--- src/rtl/bist_misr_ctrl_pkg.sv ---
// Shared definitions for the BIST pattern/signature controller:
// FSM state encoding, default polynomial/seed and the Galois step.
package bist_misr_ctrl_pkg;

    typedef enum logic [2:0] {
        IDLE  = 3'd0,
        LOAD  = 3'd1,
        RUN   = 3'd2,
        FLUSH = 3'd3,
        DONE  = 3'd4
    } state_t;

    localparam logic [7:0] DEFAULT_POLY = 8'hB8;
    localparam logic [7:0] DEFAULT_SEED = 8'h01;

    // Width-agnostic: callers zero-extend to 32 bits and truncate back.
    function automatic logic [31:0] galois_step(
        input logic [31:0] x,
        input logic [31:0] poly
    );
        return (x >> 1) ^ (x[0] ? poly : 32'd0);
    endfunction

endpackage

--- src/rtl/bist_misr_ctrl_galois_reg.sv ---
// Galois shift register with load, step enable and XOR-in.
// Used both as the pattern LFSR and as the response MISR.
module galois_reg
    import bist_misr_ctrl_pkg::*;
#(
    parameter int               WIDTH     = 8,
    parameter logic [WIDTH-1:0] POLY      = WIDTH'(DEFAULT_POLY),
    parameter logic [WIDTH-1:0] RESET_VAL = '0
) (
    input  logic             clock,
    input  logic             reset,
    input  logic             load,
    input  logic [WIDTH-1:0] load_value,
    input  logic             step_en,
    input  logic [WIDTH-1:0] xor_in,
    output logic [WIDTH-1:0] value
);

    logic [WIDTH-1:0] stepped;

    assign stepped = WIDTH'(galois_step(32'(value), 32'(POLY)));

    // Reset beats load, load beats a step.
    always_ff @(posedge clock) begin
        if (!reset) begin
            value <= RESET_VAL;
        end else if (load) begin
            value <= load_value;
        end else if (step_en) begin
            value <= stepped ^ xor_in;
        end
    end

endmodule

--- src/rtl/bist_misr_ctrl.sv ---
// BIST stage: LFSR drives CUT flops, MISR compacts their responses,
// FSM sequences load/run/flush and compares against a golden signature.
module bist_misr_ctrl
    import bist_misr_ctrl_pkg::*;
#(
    parameter int               WIDTH    = 8,
    parameter logic [WIDTH-1:0] POLY     = WIDTH'(DEFAULT_POLY),
    parameter logic [WIDTH-1:0] SEED     = WIDTH'(DEFAULT_SEED),
    parameter int               PATTERNS = 16
) (
    input  logic             clock,
    input  logic             reset,
    input  logic             start,
    input  logic [WIDTH-1:0] golden,
    input  logic [WIDTH-1:0] response,
    output logic [WIDTH-1:0] pattern,
    output logic             busy,
    output logic             done,
    output logic             pass,
    output logic [WIDTH-1:0] signature
);

    localparam int            CW   = $clog2(PATTERNS + 1);
    localparam logic [CW-1:0] LAST = CW'(PATTERNS - 1);

    state_t           state;
    state_t           state_next;
    logic [CW-1:0]    count;
    logic             capture;
    logic [WIDTH-1:0] lfsr;
    logic             in_load;
    logic             in_run;

    assign in_load = (state == LOAD);
    assign in_run  = (state == RUN);

    galois_reg #(
        .WIDTH     (WIDTH),
        .POLY      (POLY),
        .RESET_VAL (SEED)
    ) u_lfsr (
        .clock      (clock),
        .reset      (reset),
        .load       (in_load),
        .load_value (SEED),
        .step_en    (in_run),
        .xor_in     ('0),
        .value      (lfsr)
    );

    galois_reg #(
        .WIDTH     (WIDTH),
        .POLY      (POLY),
        .RESET_VAL ('0)
    ) u_misr (
        .clock      (clock),
        .reset      (reset),
        .load       (in_load),
        .load_value ('0),
        .step_en    (capture),
        .xor_in     (response),
        .value      (signature)
    );

    // State register.
    always_ff @(posedge clock) begin
        if (!reset) begin
            state <= IDLE;
        end else begin
            state <= state_next;
        end
    end

    // Next-state logic; start only matters in IDLE and DONE.
    always_comb begin
        state_next = state;
        unique case (state)
            IDLE:    if (start) state_next = LOAD;
            LOAD:    state_next = RUN;
            RUN:     if (count == LAST) state_next = FLUSH;
            FLUSH:   state_next = DONE;
            DONE:    if (start) state_next = LOAD;
            default: state_next = IDLE;
        endcase
    end

    // Pattern counter plus the one-cycle-delayed capture strobe
    // that aligns MISR updates with the registered CUT responses.
    always_ff @(posedge clock) begin
        if (!reset) begin
            count   <= '0;
            capture <= 1'b0;
        end else begin
            capture <= in_run;
            if (in_load) begin
                count <= '0;
            end else if (in_run) begin
                count <= count + 1'b1;
            end
        end
    end

    assign pattern = in_run ? lfsr : '0;
    assign busy    = in_load || in_run || (state == FLUSH);
    assign done    = (state == DONE);
    assign pass    = done && (signature == golden);

endmodule

--- config.mk ---
export PLATFORM = sky130hd
export DESIGN_NAME = bist_misr_ctrl
export DESIGN_NICKNAME = d
export VERILOG_FILES = /design/src/rtl/bist_misr_ctrl_pkg.sv /design/src/rtl/bist_misr_ctrl_galois_reg.sv /design/src/rtl/bist_misr_ctrl.sv
export SDC_FILE = /design/constraint.sdc
export NUM_CORES = 1
export LEC_CHECK = 0
export CELL_PAD_IN_SITES_DETAIL_PLACEMENT = 1
export CELL_PAD_IN_SITES_GLOBAL_PLACEMENT = 2
export CORE_UTILIZATION = 27
export CTS_CLUSTER_DIAMETER = 200
export DETAILED_ROUTE_END_ITERATION = 8
export PLACE_DENSITY = 0.75
export SYNTH_ARGS = -nofsm -noshare
export SYNTH_HDL_FRONTEND = slang
export SYNTH_SLANG_ARGS = --single-unit
--- constraint.sdc ---
create_clock -name clock -period 1.6 [get_ports clock]
set_input_delay 0.32 -clock clock [delete_from_list [all_inputs] [get_ports clock]]
set_output_delay 0.32 -clock clock [all_outputs]
set_load 0.02 [all_outputs]
==> flow_metrics.env, run 1 <==
export IMPL_fp_dieW_um=69.91
export IMPL_cp_depth=5
export IMPL_arrival_ps=1370
export IMPL_port_buffers=37
export IMPL_crit_chain="buf_6 > nor3b_4 > buf_12 > and2_4 > buf_6"
export IMPL_drc_errors=0
export IMPL_ys_types=32
export IMPL_drt_first_pass_iters=4
export IMPL_floorplan_initialDensity_pct=28.40
export IMPL_antenna_left=0
export IMPL_dieArea_mm2=0.004887
export IMPL_drt_iter0_drc=30
export IMPL_stdcell_area_mm2=0.001916
export IMPL_r2r_setup_slack_ps=40
export IMPL_avgSynthCellArea_um2=9.222
export IMPL_yosys_area_share_simple_pct=19.30
export IMPL_crit_family="buffers and inverters"
export IMPL_synth_flop_cell="dfxtp_1"
export IMPL_powerDensity_mw_per_mm2=724.3
export IMPL_p_leak_uw=0.0008006
export IMPL_synth_commonest_cells="25 x dfxtp_1, 17 x nor2_1, 17 x xnor2_1"
export IMPL_ir_drop_v=0.0003182
export IMPL_synth_compound_area_share_pct=11.56
export IMPL_synth_edf_count=0
export IMPL_min_from="u_lfsr.value[1]"
export IMPL_cts_buffer_depth=2
export IMPL_cts_sinks=25
export IMPL_rr_worst_depth=4
export IMPL_crit_buf_inv=3
export IMPL_worstSkewPairLatency_ps=260
export IMPL_synth_fa_ha_area_share_pct=2.010
export IMPL_n_antenna_cell=0
export IMPL_fin_crit_sh_pct=105.4
export IMPL_route_met2_wl_um=1646
export IMPL_hold_class="register to register"
export IMPL_cts_made_buffers=3
export IMPL_wl_met3_um=42
export IMPL_whs_path_depth=2
export IMPL_top_layer_used="met4"
export IMPL_yosysWarnings=0
export IMPL_synthXorXnorAreaFrac_pct=18.39
export IMPL_critPathLaunchType="register"
export IMPL_grt_usage_pct=14.21
export IMPL_grt_first_pass_wirelength_um=5595
export IMPL_synth_area_leader_cell="dfxtp_1"
export IMPL_tightest_slew_ps=528.8
export IMPL_placed_area_mm2=0.001846
export IMPL_slowest_delay_ps=340
export IMPL_worstPathMaxFanout=10
export IMPL_syn_inst=135
export IMPL_hold_violations=0
export IMPL_vias=1103
export IMPL_synthArstFlopShare_pct=0
export IMPL_dp_final_hpwl_um=2573
export IMPL_max_slew_margin_pct=64.70
export IMPL_maxCapViolations=0
export IMPL_fin_util_pct=43.69
export IMPL_status="complete, but fails checks"
export IMPL_setup_viol=10
export IMPL_final_setup_tns_ps=-619.1
export IMPL_pin_count=38
export IMPL_fin_skew_ps=8.293
export IMPL_routedWlPerCell_um=13.49
export IMPL_r2r_end="count[3]"
export IMPL_yosysMostFrequentCell="dfxtp_1"
export IMPL_synth_ff_latch_count=25
export IMPL_crit_start="state[2]"
export IMPL_antenna_found_initial=0
export IMPL_rows=24
export IMPL_grt_max_degree=22
export IMPL_slowest_stage="dfxtp_2"
export IMPL_path_class="register to output port"
export IMPL_crit_top_cell="buf_6"
export IMPL_rr_startpoint="state[0]"
export IMPL_synth_top_area_share_pct=40.20
export IMPL_drive_above_1_share_pct=31.05
export IMPL_fmax_ghz=0.5928
export IMPL_postSynthNetCount=156
export IMPL_area_delta_synth_final_pct=53.87
export IMPL_slew_viol_final=0
export IMPL_yosysSeqAreaShare_pct=40.20
export IMPL_drt_vias_per_instance=4.558
export IMPL_grt_pass1_vias=1175
export IMPL_h_tree_depth=1
export IMPL_routed_wirelength_um=3265
export IMPL_layout_setup_ws_ps=-86.95
export IMPL_synth_top_family_by_area="simple AND/OR/NAND/NOR gates"
export IMPL_violations="setup timing"
export IMPL_core_area_mm2=0.004384
export IMPL_place_gp_congestion=0.7146
export IMPL_holdPathEnd="u_lfsr.value[1]"
export IMPL_clkTransAtPathRegs_ps=80
export IMPL_rsz0062_at_grt="true"
export IMPL_cp_end_kind="output port"
export IMPL_overflow=0
export IMPL_period_minus_slack_ps=1687
export IMPL_synthTopCellsByArea="dfxtp_1 40%, xnor2_1 12%, xor3_1 5.7%, a211oi_1 5.4%, nor2_1 5.1%"
export IMPL_cts_tree="yes"
export IMPL_m1WireLength_um=1546
export IMPL_dieHeight_um=69.91
export IMPL_cp_required_ps=1280
export IMPL_cts_root_buf="clkbuf_8"
export IMPL_synth_area_mm2=0.001245
export IMPL_layout_nets=212
export IMPL_muxShareOfSynthArea_pct=2.412
per-layer routing:
metal  GRT usage (%)  up-vias
li1                -      558
met1           19.02      529
met2           24.25       14
met3           1.443        2
met4           4.000        0
met5               0        -
cells by family after synthesis:
logic type	after synthesis
AND/OR/NAND/NOR	46
flip-flops	25
AO/OA/AOI/OAI	22
XOR/XNOR	21
buffers and inverters	16
multiplexers	3
adder cells (fa/ha/maj)	2
per-stage QoR:
| step | instances | power [µW] | hold WS (ps) | setup WS [ps] |
|---|---|---|---|---|
| after global routing | 242 | 1476 | 485.0 | -145.8 |
| after global placement | 238 | 1024 | 443.5 | -749.5 |
| after detailed placement | 238 | 1040 | 453.7 | -754.1 |
| after floorplan | 135 | 872.3 | 431.7 | -25.50 |
| after CTS | 243 | 1417 | 469.7 | -180.3 |
| final | 242 | 1388 | 467.1 | -86.95 |
what timing repair did:
action	CTS	global route
resized for setup	87	13
hold buffers	0	0
setup endpoints to repair	19	13
pin swaps	10	2
setup buffers	1	0
sequential cells by signal, summed over array words and instances, names as in the netlist:
name / cells
u_lfsr.value: 8
u_misr.value: 8
count: 5
state: 3
capture: 1
worst max-delay path by stage:
stage	endpoint	slack, ps
floorplan	pass	-30
global placement	pass	-750
detailed placement	pass	-750
CTS	pass	-180
global route	pass	-150
finish	pattern[1]	-90
power breakdown:
part / internal (µW) / switching (µW)
Sequential: 654 / 27.1
Combinational: 185 / 153
Clock: 178 / 192
Total: 1020 / 372
cells in the final DEF, fill, tap and decap left out, drive strengths merged, types with 3 or more instances in the layout:
cell / n
dfxtp: 25
a21oi: 8
clkbuf: 4
clkdlybuf4s50: 11
a211oi: 9
nor2: 17
dlygate4sd2: 15
nand2: 10
o21ai: 3
nor3b: 3
and2: 5
buf: 33
mux2i: 3
xnor2: 17
inv: 8
xor3: 3
final cells by class:
class                           instances  area [µm²]
Inverter                                8       30.03
Clock buffer                            4       45.04
Fill cell                             518        2469
Tap cell                               52       65.06
Timing Repair Buffer                   59       560.5
Multi-Input combinational cell         94       709.4
Sequential cell                        25       505.5
worst register-to-register path: cells and delay by family (launching register included):
kind                   cells  cell delay, ps
buffers and inverters      1             130
flip-flops                 1             340
AO/OA/AOI/OAI              1             130
AND/OR/NAND/NOR            2             900
Power figures use the tool's default switching activity.
==> inputs of run 2 (changes only) <==
Settings changed: RECOVER_POWER from default to 100.
==> run 2 against run 1 <==
Against the previous run: the run still ends with setup timing left; clock skew down 0.60 ps; worst setup slack got worse by 1.2 ps; first-iteration DRC count is 3.3% lower; flip-flop and latch count stayed put; fmax barely moved; sequential power is essentially flat; clock power hardly changed; register-to-register slack about the same; combinational power down 3%; worst hold slack about the same; final cell count unchanged; via count is 0.45% lower; critical path type unchanged.
==> flow_metrics.env, run 2 (same netlist as run 1, synthesis figures left out) <==
export IMPL_status="complete, but fails checks"
export IMPL_violations="setup timing"
export IMPL_port_buffers=37
export IMPL_clkTransAtPathRegs_ps=80
export IMPL_setup_viol=10
export IMPL_h_tree_depth=1
export IMPL_fin_util_pct=43.26
export IMPL_drt_iter0_drc=29
export IMPL_routed_wirelength_um=3258
export IMPL_cp_end_kind="output port"
export IMPL_hold_slack_ps=467.2
export IMPL_fin_skew_ps=7.693
export IMPL_dp_final_hpwl_um=2573
export IMPL_p_leak_uw=0.0007914
export IMPL_mostFrequentLayoutCell="dfxtp_1"
export IMPL_layout_nets=212
export IMPL_grt_max_degree=22
export IMPL_slowest_delay_ps=340
export IMPL_multi_input_area_um2=709.4
export IMPL_grt_pass1_vias=1175
export IMPL_slowest_stage="dfxtp_2"
export IMPL_worstPathMaxFanout=10
export IMPL_dieArea_mm2=0.004887
export IMPL_floorplan_initialDensity_pct=28.40
export IMPL_regArea_um2=505.5
export IMPL_grt_usage_pct=14.21
export IMPL_tightest_slew_ps=529.0
export IMPL_antenna_left=0
export IMPL_dieHeight_um=69.91
export IMPL_cts_root_buf="clkbuf_8"
export IMPL_hold_class="register to register"
export IMPL_fin_crit_sh_pct=105.5
export IMPL_worstSkewPairLatency_ps=260
export IMPL_layout_setup_ws_ps=-88.10
export IMPL_period_minus_slack_ps=1688
export IMPL_routedWlPerCell_um=13.46
export IMPL_core_area_mm2=0.004384
export IMPL_max_slew_margin_pct=64.68
export IMPL_area_delta_synth_final_pct=52.36
export IMPL_overflow=0
export IMPL_stdcell_area_mm2=0.001897
export IMPL_drt_first_pass_iters=4
export IMPL_antenna_found_initial=0
export IMPL_critPathLaunchType="register"
export IMPL_fmax_ghz=0.5924
export IMPL_crit_chain="buf_6 > nor3b_4 > buf_12 > and2_4 > buf_6"
export IMPL_drt_vias_per_instance=4.537
export IMPL_fill_cells=519
export IMPL_vias=1098
export IMPL_powerDensity_mw_per_mm2=727.7
export IMPL_cts_buffer_depth=2
export IMPL_drc_errors=0
export IMPL_n_antenna_cell=0
export IMPL_drive_above_1_share_pct=30.53
export IMPL_grt_first_pass_wirelength_um=5595
export IMPL_largestRegisters="u_lfsr.value (8), u_misr.value (8), count (5)"
export IMPL_cp_required_ps=1280
export IMPL_slew_viol_final=0
export IMPL_pin_count=38
export IMPL_crit_top_cell="buf_6"
export IMPL_cts_sinks=25
export IMPL_placed_area_mm2=0.001846
export IMPL_rsz0062_at_grt="true"
export IMPL_path_class="register to output port"
export IMPL_rows=24
export IMPL_arrival_ps=1370
export IMPL_cts_tree="yes"
export IMPL_maxCapViolations=0
export IMPL_hold_violations=0
export IMPL_place_gp_congestion=0.7146
export IMPL_ir_drop_v=0.0003180
export IMPL_fp_dieW_um=69.91
export IMPL_cts_made_buffers=3
export IMPL_layout_common_cells="21 x dfxtp_1, 17 x xnor2_1, 17 x nor2_1"
export IMPL_hold_buffers=0
run 2: routing by layer:
layer,vias to the layer above,global-route usage (%),wire (µm)
met3,2,1.443,42
met4,0,4.000,30
li1,557,-,-
met2,14,24.25,1646
met1,525,19.02,1538
met5,-,0,0
run 2: stage by stage:
step	setup TNS (ps)	setup slack, ps	total power (µW)	std cells
global route	-1288	-145.8	1467	242
finish	-629.4	-88.10	1380	242
global placement	-3127	-749.5	1024	238
detailed placement	-3232	-754.1	1040	238
CTS	-1199	-180.3	1417	243
floorplan	-25.50	-25.50	872.3	135
run 2: where the power goes:
group	internal, µW	switching, µW	total (µW)
clock network	178	193	371
logic	177	152	328
registers	654	27.1	681
total	1010	372	1380
run 2: worst max-delay path: cells and delay by family (launching register included):
family	cells	cell delay, ps
flops	1	340
simple gates	2	370
buf+inv	3	400
run 2: worst paths after layout:
| kind | endpoint | depth (start not counted) | slack [ps] | from |
|---|---|---|---|---|
| max | pattern[1] | 5 | -90 | state[2] |
| min | u_lfsr.value[1] | 2 | 470 | u_lfsr.value[1] |
| max reg2reg | count[3] | 4 | 30 | state[0] |
| min reg2reg | u_lfsr.value[1] | 2 | 470 | u_lfsr.value[1] |
run 2: timing repair:
item,CTS,global route
buffers inserted,1,0
hold endpoints to repair,0,0
cloned,0,0
endpoints found under the setup margin,19,13
pin swaps,10,2
gates resized for setup,87,13
run 2: cell type report:
| type | count | area share (%) |
|---|---|---|
| Clock buffer | 4 | 2.375 |
| Tap cell | 52 | 3.430 |
| Timing Repair Buffer | 59 | 28.56 |
| Sequential cell | 25 | 26.65 |
| Inverter | 8 | 1.583 |
| Multi-Input combinational cell | 94 | 37.40 |
